### src/rtl/module_packed_lane_arbiter_if.sv
// Bundle of request/grant, PA and packed-word handshake signals for
// module_packed_lane_arbiter.
//   master : producer/consumer side (drives requests, data, flush, ready)
//   slave  : arbiter side (drives grants, packed word, PA entries, pa_update)
// Parameter PV_LANES sets the width of data_out_pv (8*PV_LANES).
interface module_packed_lane_arbiter_if #(
  parameter int PV_LANES = 4
);
  logic                    enable_pv;
  logic                    req_pv;
  logic [7:0]              data_in_pv;
  logic                    gnt_pv;
  logic                    req_pa;
  logic [15:0]             data_in_pa;
  logic                    gnt_pa;
  logic                    flush_pv;
  logic                    word_valid_pv;
  logic                    word_ready_pv;
  logic [8*PV_LANES-1:0]   data_out_pv;
  logic [7:0]              data_out_pa;
  logic [7:0]              data_out_pa_hi;
  logic                    pa_update;

  modport master (
    output enable_pv, req_pv, data_in_pv, req_pa, data_in_pa, flush_pv,
           word_ready_pv,
    input  gnt_pv, gnt_pa, word_valid_pv, data_out_pv, data_out_pa,
           data_out_pa_hi, pa_update
  );

  modport slave (
    input  enable_pv, req_pv, data_in_pv, req_pa, data_in_pa, flush_pv,
           word_ready_pv,
    output gnt_pv, gnt_pa, word_valid_pv, data_out_pv, data_out_pa,
           data_out_pa_hi, pa_update
  );
endinterface

### src/rtl/module_packed_lane_arbiter.sv
// Round-robin arbiter sharing one packing resource between a PV byte stream
// (packed lane-by-lane into a PV_LANES x 8-bit word with valid/ready output)
// and a PA halfword (split into two byte entries).
// Ports:
//   clk  - clock, all state on rising edge
//   rst  - synchronous active-high reset
//   bus  - module_packed_lane_arbiter_if.slave: requests/grants, flush,
//          packed-word handshake, PA entries and pa_update pulse
// Optional feature macro: PACKED_INVERT_LANE_EN (odd lanes store ~data_in_pv).
module module_packed_lane_arbiter #(
  parameter int PV_LANES = 4
) (
  input logic clk,
  input logic rst,
  module_packed_lane_arbiter_if.slave bus
);
  localparam int CNT_W = (PV_LANES > 1) ? $clog2(PV_LANES) : 1;
  localparam logic [CNT_W-1:0] LAST_LANE = CNT_W'(PV_LANES - 1);

  logic [7:0]       lane_reg [PV_LANES];
  logic [7:0]       lane_in  [PV_LANES];
  logic [CNT_W-1:0] cnt_reg;
  logic             word_valid_reg;
  logic             ptr_reg;        // 0: PV preferred, 1: PA preferred
  logic [7:0]       pa_lo_reg;
  logic [7:0]       pa_hi_reg;
  logic             pa_update_reg;

  logic elig_pv, elig_pa, gnt_pv, gnt_pa;
  logic handshake, flush_eff, pv_write, clear_lanes;

  assign elig_pv = bus.req_pv & bus.enable_pv & ~word_valid_reg;
  assign elig_pa = bus.req_pa & bus.enable_pv;
  // On contention the side not granted most recently wins.
  assign gnt_pv  = elig_pv & (~elig_pa | ~ptr_reg);
  assign gnt_pa  = elig_pa & (~elig_pv |  ptr_reg);

  assign handshake   = word_valid_reg & bus.word_ready_pv;
  // Flush only acts on a partial word; a completed word is never discarded.
  assign flush_eff   = bus.flush_pv & ~word_valid_reg;
  // A flushed cycle still reports the grant, but the byte is dropped.
  assign pv_write    = gnt_pv & ~flush_eff;
  assign clear_lanes = handshake | flush_eff;

  assign bus.gnt_pv         = gnt_pv;
  assign bus.gnt_pa         = gnt_pa;
  assign bus.word_valid_pv  = word_valid_reg;
  assign bus.data_out_pa    = pa_lo_reg;
  assign bus.data_out_pa_hi = pa_hi_reg;
  assign bus.pa_update      = pa_update_reg;

  generate
    for (genvar gi = 0; gi < PV_LANES; gi++) begin : g_lane
`ifdef PACKED_INVERT_LANE_EN
      if ((gi % 2) == 1) begin : g_inv
        assign lane_in[gi] = ~bus.data_in_pv;
      end else begin : g_pass
        assign lane_in[gi] = bus.data_in_pv;
      end
`else
      assign lane_in[gi] = bus.data_in_pv;
`endif

      always_ff @(posedge clk) begin
        if (rst || clear_lanes) begin
          lane_reg[gi] <= 8'h00;
        end else if (pv_write && (cnt_reg == CNT_W'(gi))) begin
          lane_reg[gi] <= lane_in[gi];
        end
      end

      assign bus.data_out_pv[8*gi +: 8] = lane_reg[gi];
    end
  endgenerate

  always_ff @(posedge clk) begin
    if (rst) begin
      cnt_reg        <= '0;
      word_valid_reg <= 1'b0;
      ptr_reg        <= 1'b0;
      pa_lo_reg      <= 8'h00;
      pa_hi_reg      <= 8'h00;
      pa_update_reg  <= 1'b0;
    end else begin
      pa_update_reg <= gnt_pa;

      if (gnt_pa) begin
        pa_lo_reg <= bus.data_in_pa[7:0];
        pa_hi_reg <= bus.data_in_pa[15:8];
      end

      // Pointer follows grants only, so disabled cycles leave it untouched.
      if (gnt_pv) begin
        ptr_reg <= 1'b1;
      end else if (gnt_pa) begin
        ptr_reg <= 1'b0;
      end

      if (handshake) begin
        word_valid_reg <= 1'b0;
      end else if (flush_eff) begin
        cnt_reg <= '0;
      end else if (pv_write) begin
        if (cnt_reg == LAST_LANE) begin
          cnt_reg        <= '0;
          word_valid_reg <= 1'b1;
        end else begin
          cnt_reg <= cnt_reg + 1'b1;
        end
      end
    end
  end
endmodule
### src/flat_wrapper.sv
// flat-port wrapper written by rule: the top's interface ports become plain ports
module module_packed_lane_arbiter_flat 
#(
  parameter int PV_LANES = 4
)
  (clk, rst, bus_enable_pv, bus_req_pv, bus_data_in_pv, bus_req_pa, bus_data_in_pa, bus_flush_pv, bus_word_ready_pv, bus_gnt_pv, bus_gnt_pa, bus_word_valid_pv, bus_data_out_pv, bus_data_out_pa, bus_data_out_pa_hi, bus_pa_update);
  module_packed_lane_arbiter_if #(.PV_LANES(PV_LANES)) bus_i ();
  input logic clk;
  input logic rst;
  input wire logic [$bits(bus_i.enable_pv)-1:0] bus_enable_pv;
  input wire logic [$bits(bus_i.req_pv)-1:0] bus_req_pv;
  input wire logic [$bits(bus_i.data_in_pv)-1:0] bus_data_in_pv;
  input wire logic [$bits(bus_i.req_pa)-1:0] bus_req_pa;
  input wire logic [$bits(bus_i.data_in_pa)-1:0] bus_data_in_pa;
  input wire logic [$bits(bus_i.flush_pv)-1:0] bus_flush_pv;
  input wire logic [$bits(bus_i.word_ready_pv)-1:0] bus_word_ready_pv;
  output wire logic [$bits(bus_i.gnt_pv)-1:0] bus_gnt_pv;
  output wire logic [$bits(bus_i.gnt_pa)-1:0] bus_gnt_pa;
  output wire logic [$bits(bus_i.word_valid_pv)-1:0] bus_word_valid_pv;
  output wire logic [$bits(bus_i.data_out_pv)-1:0] bus_data_out_pv;
  output wire logic [$bits(bus_i.data_out_pa)-1:0] bus_data_out_pa;
  output wire logic [$bits(bus_i.data_out_pa_hi)-1:0] bus_data_out_pa_hi;
  output wire logic [$bits(bus_i.pa_update)-1:0] bus_pa_update;
  assign bus_i.enable_pv = bus_enable_pv;
  assign bus_i.req_pv = bus_req_pv;
  assign bus_i.data_in_pv = bus_data_in_pv;
  assign bus_i.req_pa = bus_req_pa;
  assign bus_i.data_in_pa = bus_data_in_pa;
  assign bus_i.flush_pv = bus_flush_pv;
  assign bus_i.word_ready_pv = bus_word_ready_pv;
  assign bus_gnt_pv = bus_i.gnt_pv;
  assign bus_gnt_pa = bus_i.gnt_pa;
  assign bus_word_valid_pv = bus_i.word_valid_pv;
  assign bus_data_out_pv = bus_i.data_out_pv;
  assign bus_data_out_pa = bus_i.data_out_pa;
  assign bus_data_out_pa_hi = bus_i.data_out_pa_hi;
  assign bus_pa_update = bus_i.pa_update;
  module_packed_lane_arbiter #(.PV_LANES(PV_LANES)) u_core (.clk(clk), .rst(rst), .bus(bus_i));
endmodule
### config.mk
export PLATFORM = sky130hd
export DESIGN_NAME = module_packed_lane_arbiter_flat
export DESIGN_NICKNAME = d
export VERILOG_FILES = /design/src/rtl/module_packed_lane_arbiter_if.sv /design/src/rtl/module_packed_lane_arbiter.sv /design/src/flat_wrapper.sv
export SDC_FILE = /design/constraint.sdc
export NUM_CORES = 1
export LEC_CHECK = 0
export BUFFER_PORTS_ARGS = -buffer_cell sky130_fd_sc_hd__buf_2
export CORE_ASPECT_RATIO = 1.4
export CORE_MARGIN = 2
export CORE_UTILIZATION = 49
export DETAILED_ROUTE_END_ITERATION = 8
export GPL_ROUTABILITY_DRIVEN = 0
export PLACE_DENSITY = 0.76
export REMOVE_ABC_BUFFERS = 1
export SLEW_MARGIN = 30
export SYNTH_ARGS = -nofsm -noshare
export SYNTH_HDL_FRONTEND = slang
export SYNTH_SLANG_ARGS = --single-unit
### constraint.sdc
create_clock -name clk -period 1.9 [get_ports clk]
set_clock_uncertainty 0.05 [all_clocks]
set_input_delay 0.19 -clock clk [delete_from_list [all_inputs] [get_ports clk]]
set_output_delay 0.19 -clock clk [all_outputs]
set_load 0.05 [all_outputs]
==> results of run 1 <==
what timing repair did:
item                       in CTS  in global routing
gates resized for setup         1                  1
hold buffers                    0                  0
pin swaps                       0                  0
hold endpoints to repair        0                  0
setup endpoints to repair       1                 13
routing by layer:
metal  track usage, %  vias up
met5                0        -
met4             8.08        0
met3             6.23       10
met2             30.1       91
met1             19.4      773
li1                 -      888
synth_stat cells:
| cell type | count |
|---|---|
| sky130_fd_sc_hd__nor2_1 | 1 |
| sky130_fd_sc_hd__buf_2 | 7 |
| sky130_fd_sc_hd__inv_1 | 4 |
| sky130_fd_sc_hd__a311oi_1 | 1 |
| sky130_fd_sc_hd__clkbuf_1 | 5 |
| sky130_fd_sc_hd__nor2b_1 | 1 |
| sky130_fd_sc_hd__buf_6 | 1 |
| sky130_fd_sc_hd__ha_1 | 4 |
| sky130_fd_sc_hd__edfxtp_1 | 32 |
| sky130_fd_sc_hd__or4b_1 | 1 |
| sky130_fd_sc_hd__buf_12 | 1 |
| sky130_fd_sc_hd__o311a_1 | 1 |
| sky130_fd_sc_hd__nor3_1 | 32 |
| sky130_fd_sc_hd__nand4_1 | 1 |
| sky130_fd_sc_hd__nand3_2 | 1 |
| sky130_fd_sc_hd__nand2_1 | 34 |
| sky130_fd_sc_hd__mux2i_1 | 18 |
| sky130_fd_sc_hd__nand2b_1 | 34 |
| sky130_fd_sc_hd__buf_1 | 3 |
| sky130_fd_sc_hd__and3b_1 | 1 |
| sky130_fd_sc_hd__nand2b_2 | 1 |
| sky130_fd_sc_hd__dfxtp_1 | 21 |
| sky130_fd_sc_hd__and3_1 | 1 |
| sky130_fd_sc_hd__nand3b_1 | 3 |
| sky130_fd_sc_hd__nand3b_2 | 1 |
| sky130_fd_sc_hd__a21oi_1 | 1 |
| sky130_fd_sc_hd__a21o_1 | 3 |
| sky130_fd_sc_hd__and2_1 | 1 |
final timing paths:
check | from | endpoint | slack, ps | cells after the start
worst max-delay path | u_core.bus.word_valid_pv | bus_gnt_pv | 130 | 3
worst min-delay path | bus_enable_pv | u_core.ptr_reg | 60 | 2
worst max register to register | u_core.cnt_reg[0] | u_core.lane_reg[3][5] | 200 | 3
worst min register to register | u_core.bus.data_out_pa[0] | u_core.bus.data_out_pa[0] | 420 | 2
power by group through the flow:
stage / clock, mW / combinational (mW) / sequential, mW
3_5_place_dp: 0 / 0.388 / 1.30
6_report: 0.734 / 0.388 / 1.28
2_1_floorplan: 0 / 0.104 / 1.47
4_1_cts: 0.754 / 0.389 / 1.28
5_1_grt: 0.800 / 0.411 / 1.28
3_3_place_gp: 0 / 0.385 / 1.30
cells by family (layout without fill, tap and decap cells):
group	after synthesis	in the layout
AOI/OAI and AO/OA	6	6
muxes	18	18
adders and majority gates	4	4
DFF	53	53
and+or+nand+nor	113	113
buffers and inverters	21	98
per-stage QoR:
stage               util (%)  setup TNS [ps]
floorplan                  -           -8820
global placement        60.6               0
detailed placement      60.6               0
CTS                     62.9               0
global route            63.1               0
finish                  63.1               0
area by class of cell:
cell class	count	area (um^2)	area share [%]
inverters	4	15.0	0.516
repair buffers	86	440	15.1
multi-input cells	141	886	30.5
clock inverters	2	35.0	1.20
well taps	62	77.6	2.67
clock buffers	6	72.6	2.50
flip-flops and latches	53	1380	47.5
layout by cell type (no fill, tap or decap), drive strengths merged, types with 3 or more instances in the layout:
cell type / n
mux2i: 18
nand2: 34
a21o: 3
ha: 4
nand2b: 35
dfxtp: 21
nand3b: 4
edfxtp: 32
buf: 86
inv: 4
nor3: 32
clkbuf: 6
==> flow_summary_export.csv, run 1 <==
group,metric,value,unit
outcome,status,"finished clean",
yosys,synth_area_per_cell,11.0,um^2
worst_setup_path,cp_num_buf_inv,1,
sta,max_slew.worst_pin.slew,362,ps
yosys,synth_mux_area_share,7.60,%
finish,fillCellCount,389,
floorplanning,initial_utilization,51.4,%
yosys,yosysTopAreaCell,"sky130_fd_sc_hd__edfxtp_1",
sta,min_period,1770,ps
finish,largest_register_ffs,32,
sta,timing.final.max_slew_violations,0,
floorplanning,die_area,0.00542,mm^2
finish,finalNonFillerCells,354,
flow_run,cap_violations,0,
sta,final_critical_path_setup_slack,128,ps
placement,port_buffers,82,
yosys,yosys.area_share.xor_xnor,0,%
finish,final_layout_size_suffix_gt1_share,33.2,%
sta,finalSetupViolCount,0,
yosys,synth.distinct_cells,28,
route,drtIter0Drc,61,
grt,largest_net_degree_at_the_start_of_global_routing,40,
route,detail_route.drc_violations,0,
placement,place_inst,346,
cts,root_buffer,"sky130_fd_sc_hd__clkbuf_8",
sta,maxClockFrequency,0.564,GHz
worst_setup_path,worst_setup_path_start_kind,"flip-flop",
sta,grt_setup_unrepaired,"false",
route,wl_met1,1800,um
cts,cts_buffer_depth,2,
pwr,power.ir.vdd_worst,0.000562,V
yosys,yosysWarnings,0,
yosys,synth_simple_gate_area_share,25.3,%
pwr,share_seq_of_total_power,53.2,%
route,drt-wirelength-per-cell,12.7,um
grt,grt_use_total,17.5,%
finish,stdcell_area,0.00291,mm^2
placement,detailed_place.area,0.00279,mm^2
sta,fin_crit_sh,93.3,%
worst_setup_path,critical_path_class,"reg2out",
worst_setup_path,timing.critical_path.to_type,"output pin",
yosys,synth.yosys.seq_area_share,58.3,%
route,antenna_violating_nets_post_route,0,
grt,grt_first_pass_wirelength,7340,um
yosys,synth_top_cells_by_area,"sky130_fd_sc_hd__edfxtp_1, sky130_fd_sc_hd__dfxtp_1, sky130_fd_sc_hd__nand2b_1, sky130_fd_sc_hd__mux2i_1, sky130_fd_sc_hd__nor3_1",
pwr,power.share.clock,30.6,%
floorplanning,floorplan.rows,29,
yosys,yosys.area_share.adder,2.11,%
sta,report.final.hold_viol_count,0,
worst_setup_path,cpMaxStageDelayCell,"sky130_fd_sc_hd__dfxtp_1",
route,drt_pass1_iterations,4,
pwr,internal_power,1.75,mW
grt,grt_antenna_before_repair,0,
grt,gr_ovfl_total,0,
worst_setup_path,crit_path_max_fanout,6,
route,met2_length,2160,um
sta,maxSlewHeadroom,75.9,%
finish,area_growth_syn_to_layout,22.7,%
yosys,post_syn_area,0.00237,mm^2
floorplanning,die_height,86.3,um
route,routed_wl,4510,um
pwr,p_leak,1.25,nW
route,met3RoutedLength,450,um
grt,grt_pass1_vias,1650,
pwr,cellPowerDensity,825,mW/mm^2
route,via_per_inst,4.98,
cts,worstSkewPairLatency,300,ps
yosys,synth_compound_gate_area_share,1.95,%
worst_setup_path,series_of_cell_instances_along_the_critical_path,"and3b_1 -> and2_1 -> buf_2",
route,maxUsedRoutingLayer,"met4",
worst_setup_path,worstPathArrival,1530,ps
worst_hold_path,hold_path_class,"in2reg",
finish,fin_nets,326,
placement,detailed_place_hpwl,3320,um
floorplanning,io_pins,83,
yosys,synth_top_family_by_area,"simple AND/OR/NAND/NOR gates",
pwr,report.power.total,2.40,mW
cts,clock_sinks,53,
cts,cts_setup_buffers,0,
cts,htree_num_levels,2,
pwr,switching_share,26.9,%
floorplanning,placeableCoreArea,0.00461,mm^2
yosys,number_of_register_bits_inferred_by_synthesis,53,
pwr,p_sw,645,uW
placement,place_worst_setup_slack,147,ps
worst_setup_path,largest_delay_contributor_family_on_the_critical_path,"simple AND/OR/NAND/NOR gates",
yosys,postSynthCellCount,215,
sta,fin_worst_hold_slack,58.9,ps
cts,cts_tree,"yes",
cts,cts_made_buffers,5,
yosys,synth_top_area_share,40.5,%
pwr,comb_power_share,16.2,%
worst_setup_path,critPathMaxStageDelay,350,ps
cts,cts.clk_slew.worst_paths,90,ps
finish,number_of_antenna_repair_diodes,0,
worst_setup_path,crit_required,1660,ps
route,route.vias.total,1762,
floorplanning,width_of_the_die,62.8,um
(Power assumes the default switching activity.)
==> run 2, diff against run 1 <==
ABC_AREA = 1   (was not set)
CORE_UTILIZATION = 48   (was 49)
==> run 2 against run 1 <==
Net effect:
- wire length is 0.51% lower
- clock power is 19% higher
- power is 11% higher
- synthesized area is 6.1% lower
- sequential cell count stayed put
- register-to-register slack better by 250 ps
- critical endpoint is now bus_gnt_pa
- cell count is 6.8% higher
==> flow_summary_export.csv, run 2 <==
group,metric,value,unit
outcome,status,"finished clean",
pwr,p_leak,1.45,nW
sta,max_slew.worst_pin.slew,520,ps
finish,stdcell_area,0.00285,mm^2
pwr,cellPowerDensity,931,mW/mm^2
worst_setup_path,cp_num_buf_inv,2,
yosys,synth.most_common_cell,"sky130_fd_sc_hd__nor2_1",
worst_setup_path,critical_path_class,"reg2out",
cts,cts_tree,"yes",
cts,htree_num_levels,2,
yosys,postSynthCellCount,228,
yosys,synth.distinct_cells,20,
flow_run,cap_violations,0,
cts,root_buffer,"sky130_fd_sc_hd__clkbuf_8",
floorplanning,width_of_the_die,61.6,um
finish,layout.cells.most_common,"sky130_fd_sc_hd__buf_2",
cts,worstSkewPairLatency,300,ps
cts,clock_sinks,53,
worst_setup_path,worst_path_most_repeated_cell,"sky130_fd_sc_hd__nand2_4",
yosys,synth_area_per_cell,9.76,um^2
worst_setup_path,worstReg2RegStart,"u_core.bus.word_valid_pv",
floorplanning,floorplan.rows,29,
grt,grt_first_pass_wirelength,7300,um
grt,grt_pass1_vias,1658,
worst_setup_path,series_of_cell_instances_along_the_critical_path,"nand3_2 -> nand2_4 -> nand2_4 -> inv_1 -> buf_2",
route,antenna_violating_nets_post_route,0,
pwr,report.power.total,2.66,mW
yosys,dominantRegCellSynth,"sky130_fd_sc_hd__edfxtp_1",
finish,final_layout_size_suffix_gt1_share,33.9,%
route,drt-wirelength-per-cell,11.9,um
finish,final_cell_mix,"sky130_fd_sc_hd__buf_2, sky130_fd_sc_hd__nor2_1, sky130_fd_sc_hd__inv_1, sky130_fd_sc_hd__nor3_1, sky130_fd_sc_hd__edfxtp_1",
grt,gr_ovfl_total,0,
cts,cts.clk_slew.worst_paths,90,ps
yosys,netlist_top_cells_count,"sky130_fd_sc_hd__nor2_1, sky130_fd_sc_hd__edfxtp_1, sky130_fd_sc_hd__inv_1, sky130_fd_sc_hd__nor3_1, sky130_fd_sc_hd__nand2_1",
sta,report.final.hold_viol_count,0,
route,drt_pass1_iterations,4,
finish,area_growth_syn_to_layout,28.2,%
sta,min_period,1750,ps
sta,fin_worst_hold_slack,24.5,ps
sta,finalSetupViolCount,0,
grt,largest_net_degree_at_the_start_of_global_routing,33,
sta,timing.final.max_slew_violations,0,
placement,port_buffers,82,
worst_setup_path,critical_path.reg2reg.endpoint,"u_core.lane_reg[2][0]",
worst_setup_path,crit_required,1660,ps
worst_setup_path,critPathMaxStageDelay,360,ps
worst_setup_path,cpMaxStageDelayCell,"sky130_fd_sc_hd__dfxtp_1",
sta,maxSlewHeadroom,65.3,%
yosys,yosysTopAreaCell,"sky130_fd_sc_hd__edfxtp_1",
finish,fin_nets,350,
yosys,synth_top_area_share,43.2,%
yosys,synth.yosys.seq_area_share,62.1,%
sta,grt_setup_unrepaired,"false",
worst_setup_path,crit_path_max_fanout,18,
worst_setup_path,cell_depth_of_the_worst_flop_to_flop_path,5,
yosys,synthArstFlopShare,0,%
yosys,number_of_register_bits_inferred_by_synthesis,53,
route,detail_route.drc_violations,0,
worst_setup_path,cp.depth,5,
worst_hold_path,hold_path_class,"in2reg",
cts,number_of_hold_buffers_added_after_cts,0,
worst_setup_path,worstPathArrival,1510,ps
finish,largest_register_ffs,32,
finish,total_area_of_multi_input_combinational_cells,674,um^2
finish,number_of_antenna_repair_diodes,0,
pwr,power.ir.vdd_worst,0.000490,V
route,route.vias.total,1774,
finish,final_core_utilization,63.4,%
sta,fin_crit_sh,91.9,%
floorplanning,die_area,0.00521,mm^2
placement,detailed_place_hpwl,3370,um
route,routed_wl,4490,um
worst_setup_path,r2r_slack,450,ps
worst_hold_path,source_of_the_worst_hold_timing_path,"rst",
worst_hold_path,hold_end,"u_core.bus.pa_update",
worst_setup_path,timing.critical_path.to_type,"output pin",
route,via_per_inst,4.69,
yosys,edff_count_synth,32,
floorplanning,io_pins,83,
grt,grt_antenna_before_repair,0,
cts,cts_buffer_depth,2,
grt,grt_use_total,18.4,%
worst_hold_path,holdPathStages,2,
yosys,yosysWarnings,0,
worst_setup_path,largest_delay_contributor_family_on_the_critical_path,"simple AND/OR/NAND/NOR gates",
yosys,post_syn_area,0.00223,mm^2
worst_setup_path,worst_setup_path_start_kind,"flip-flop",
floorplanning,die_height,84.6,um
cts,cts_made_buffers,5,
finish,fillCellCount,395,
floorplanning,initial_utilization,49.5,%
placement,detailed_place.area,0.00272,mm^2
route,drtIter0Drc,64,
sta,maxClockFrequency,0.573,GHz
floorplanning,placeableCoreArea,0.00450,mm^2
finish,regArea,0.00138,mm^2
yosys,synth_top_cells_by_area,"sky130_fd_sc_hd__edfxtp_1, sky130_fd_sc_hd__dfxtp_1, sky130_fd_sc_hd__nor3_1, sky130_fd_sc_hd__nor2_1, sky130_fd_sc_hd__inv_1",
==> run 2: cell types whose count changed in the layout (fill, tap and decap cells not counted), moves of 4 or more <==
cell | before | now
sky130_fd_sc_hd__nand2b_1 | 34 | 0
sky130_fd_sc_hd__nand4_2 | 0 | 4
sky130_fd_sc_hd__mux2i_1 | 18 | 0
sky130_fd_sc_hd__nor2_1 | 1 | 36
sky130_fd_sc_hd__nand3_1 | 0 | 20
sky130_fd_sc_hd__nand2_1 | 34 | 28
sky130_fd_sc_hd__inv_1 | 4 | 32
==> run 2: per-stage QoR <==
stage	setup WS [ps]	instances	TNS (ps)
after CTS	146	378	0
after global routing	72.4	378	0
final	154	378	0
after detailed placement	340	370	0
after floorplan	-154	219	-4910
after global placement	389	370	0
==> run 2: kinds of logic after synthesis <==
kind of cell,share of synthesized area (%)
adder cells (fa/ha/maj),2.25
AND/OR/NAND/NOR,26.9
AO/OA/AOI/OAI,0.899
flip-flops,62.1
buffers and inverters,7.87
==> run 2: final cells by class <==
cell class | count | area share, %
Clock buffer | 5 | 2.41
Sequential cell | 53 | 48.4
Timing Repair Buffer | 89 | 16.2
Multi-Input combinational cell | 133 | 23.6
Inverter | 33 | 4.34
Tap cell | 62 | 2.72
Clock inverter | 3 | 2.28
==> run 2: per-layer routing <==
layer  track usage, %  wire [um]
met4             6.58         86
met1             23.2       1920
met2             29.8       2130
met5                0          0
met3             4.78        353
==> run 2: power breakdown <==
part | internal, mW | switching [mW]
clock network | 0.522 | 0.352
logic | 0.112 | 0.370
registers | 1.28 | 0.0234
==> run 2: repair_timing <==
item | 4_1_cts | 5_1_grt
setup endpoints to repair | 1 | 0
buffers inserted | 0 | 0
gates resized for setup | 1 | 0
==> run 2: worst max-delay path by stage <==
stage	from	slack (ps)	endpoint
after floorplan	u_core.bus.word_valid_pv	-150	u_core.lane_reg[3][0]
after global placement	bus_enable_pv	390	bus_gnt_pa
after detailed placement	u_core.ptr_reg	340	bus_gnt_pa
after CTS	u_core.ptr_reg	150	bus_gnt_pa
after global routing	u_core.ptr_reg	70	bus_gnt_pa
final	u_core.ptr_reg	150	bus_gnt_pa
==> run 3, diff against run 2 <==
--- a/config.mk
+++ b/config.mk
@@ -8,5 +8,4 @@
 export ABC_AREA = 1
 export BUFFER_PORTS_ARGS = -buffer_cell sky130_fd_sc_hd__buf_2
-export CORE_ASPECT_RATIO = 1.4
 export CORE_MARGIN = 2
 export CORE_UTILIZATION = 48
==> constraint.sdc (replaced) <==
create_clock -name clk -period 1.9 [get_ports clk]
set_clock_uncertainty 0.05 [all_clocks]
set_input_delay 0.285 -clock clk [delete_from_list [all_inputs] [get_ports clk]]
set_output_delay 0.285 -clock clk [all_outputs]
set_load 0.05 [all_outputs]
==> run 3 against run 2 <==
Net effect:
- via count up 0.85%
- global-route usage up 1.4 points
- sequential power about the same
- largest power group unchanged
- cell count down 2.4%
- hold slack better by 94 ps
- cell area down 2.1%
==> flow_summary_export.csv, run 3 (same netlist as run 2, synthesis figures left out) <==
group,metric,value,unit
outcome,status,"finished clean",
cts,cts.clk_slew.worst_paths,90,ps
worst_setup_path,worstPathArrival,1380,ps
cts,htree_num_levels,2,
cts,cts_buffer_depth,2,
route,antenna_violating_nets_post_route,0,
sta,min_period,1710,ps
route,routed_wl,4860,um
placement,detailed_place_hpwl,3580,um
placement,place_inst,361,
worst_hold_path,holdPathStages,2,
sta,maxClockFrequency,0.584,GHz
finish,total_area_of_multi_input_combinational_cells,674,um^2
worst_setup_path,critical_path.reg2reg.endpoint,"u_core.lane_reg[1][0]",
sta,finalSetupViolCount,0,
floorplanning,io_pins,83,
grt,grt_antenna_before_repair,0,
worst_setup_path,crit_required,1560,ps
cts,root_buffer,"sky130_fd_sc_hd__clkbuf_8",
finish,area_growth_syn_to_layout,25.6,%
cts,cts_setup_buffers,0,
worst_setup_path,r2r_slack,400,ps
cts,worstSkewPairLatency,300,ps
worst_setup_path,worst_setup_path_start_kind,"flip-flop",
worst_setup_path,critical_path_class,"reg2out",
route,route.vias.total,1789,
cts,clock_sinks,53,
floorplanning,initial_utilization,50.4,%
flow_run,cap_violations,0,
worst_setup_path,worstReg2RegStart,"u_core.bus.word_valid_pv",
finish,final_cell_mix,"sky130_fd_sc_hd__buf_2, sky130_fd_sc_hd__nor2_1, sky130_fd_sc_hd__inv_1, sky130_fd_sc_hd__nor3_1, sky130_fd_sc_hd__edfxtp_1",
pwr,p_leak,1.43,nW
finish,regArea,0.00138,mm^2
finish,number_of_antenna_repair_diodes,0,
floorplanning,width_of_the_die,72.1,um
worst_setup_path,crit_path_max_fanout,7,
sta,maxSlewHeadroom,65.3,%
sta,fin_crit_sh,90.2,%
grt,gr_ovfl_total,0,
finish,fillCellCount,383,
grt,largest_net_degree_at_the_start_of_global_routing,33,
sta,max_slew.worst_pin.slew,520,ps
worst_hold_path,source_of_the_worst_hold_timing_path,"rst",
worst_hold_path,hold_path_class,"in2reg",
floorplanning,placeableCoreArea,0.00441,mm^2
worst_hold_path,hold_end,"u_core.ptr_reg",
finish,fin_nets,351,
route,via_per_inst,4.85,
cts,cts_made_buffers,5,
grt,grt_pass1_vias,1700,
route,detail_route.drc_violations,0,
sta,fin_setup_tns,0,ps
route,drt_pass1_iterations,4,
finish,layout.cells.most_common,"sky130_fd_sc_hd__buf_2",
pwr,power.ir.vdd_worst,0.000432,V
sta,timing.final.max_slew_violations,0,
finish,largest_register_ffs,32,
sta,grt_setup_unrepaired,"false",
floorplanning,die_height,72.1,um
cts,cts_tree,"yes",
cts,number_of_hold_buffers_added_after_cts,0,
pwr,cellPowerDensity,856,mW/mm^2
grt,grt_first_pass_wirelength,7830,um
worst_setup_path,timing.critical_path.to_type,"output pin",
worst_setup_path,cell_depth_of_the_worst_flop_to_flop_path,5,
floorplanning,floorplan.rows,24,
route,drt-wirelength-per-cell,13.2,um
route,drtIter0Drc,113,
finish,finalNonFillerCells,369,
floorplanning,die_area,0.00520,mm^2
finish,final_layout_size_suffix_gt1_share,33.1,%
placement,port_buffers,82,
grt,grt_use_total,19.8,%
sta,report.final.hold_viol_count,0,
run 3: worst max path at each step:
| stage | start | endpoint | slack, ps | cells past startpoint |
|---|---|---|---|---|
| 6_report | u_core.ptr_reg | bus_gnt_pa | 190 | 5 |
| 5_1_grt | u_core.ptr_reg | bus_gnt_pa | 110 | 5 |
| 4_1_cts | u_core.ptr_reg | bus_gnt_pa | 40 | 5 |
| 3_5_place_dp | bus_enable_pv | bus_gnt_pa | 280 | 6 |
| 3_3_place_gp | bus_enable_pv | bus_gnt_pa | 310 | 6 |
| 2_1_floorplan | u_core.bus.word_valid_pv | u_core.lane_reg[3][0] | -150 | 5 |
run 3: per-layer routing:
metal | GRT usage [%] | share of wire (%) | vias to the layer above
met5 | 0 | 0 | -
met4 | 5.03 | 0.51 | 0
met3 | 6.25 | 8.2 | 2
met2 | 32.8 | 49 | 75
met1 | 25.2 | 42 | 793
li1 | - | - | 919
run 3: power by group:
group	switching, mW	internal (mW)
registers	0.0243	1.28
clock network	0.340	0.263
logic	0.373	0.113
run 3: what timing repair did:
action | 4_1_cts | 5_1_grt
endpoints found under the setup margin | 0 | 1
gates resized for setup | 0 | 1
hold endpoints to repair | 0 | 0
run 3: metrics by stage:
stage                     utilization, %  area, um^2  total power [mW]  setup WS (ps)  hold slack [ps]
after floorplan                        -        2170              1.68           -154              304
after global placement              61.4        2710              1.81            312              420
after detailed placement            61.4        2710              1.82            284              434
after CTS                           63.2        2790              2.40           36.5              116
after global routing                63.3        2800              2.49            113              118
final                               63.3        2800              2.39            187              119
run 3: area by class of cell:
| type | count | share of cell area, % |
|---|---|---|
| clock buffers | 8 | 2.86 |
| well taps | 52 | 2.33 |
| inverters | 33 | 4.43 |
| flip-flops and latches | 53 | 49.4 |
| multi-input cells | 133 | 24.1 |
| repair buffers | 90 | 16.8 |
run 3: critical path: stages, from the launching register on:
cell,delay [ps]
sky130_fd_sc_hd__dfxtp_1,360
sky130_fd_sc_hd__nand3_2,200
sky130_fd_sc_hd__nand2_4,180
sky130_fd_sc_hd__nand2_4,50
sky130_fd_sc_hd__inv_1,40
sky130_fd_sc_hd__buf_2,250
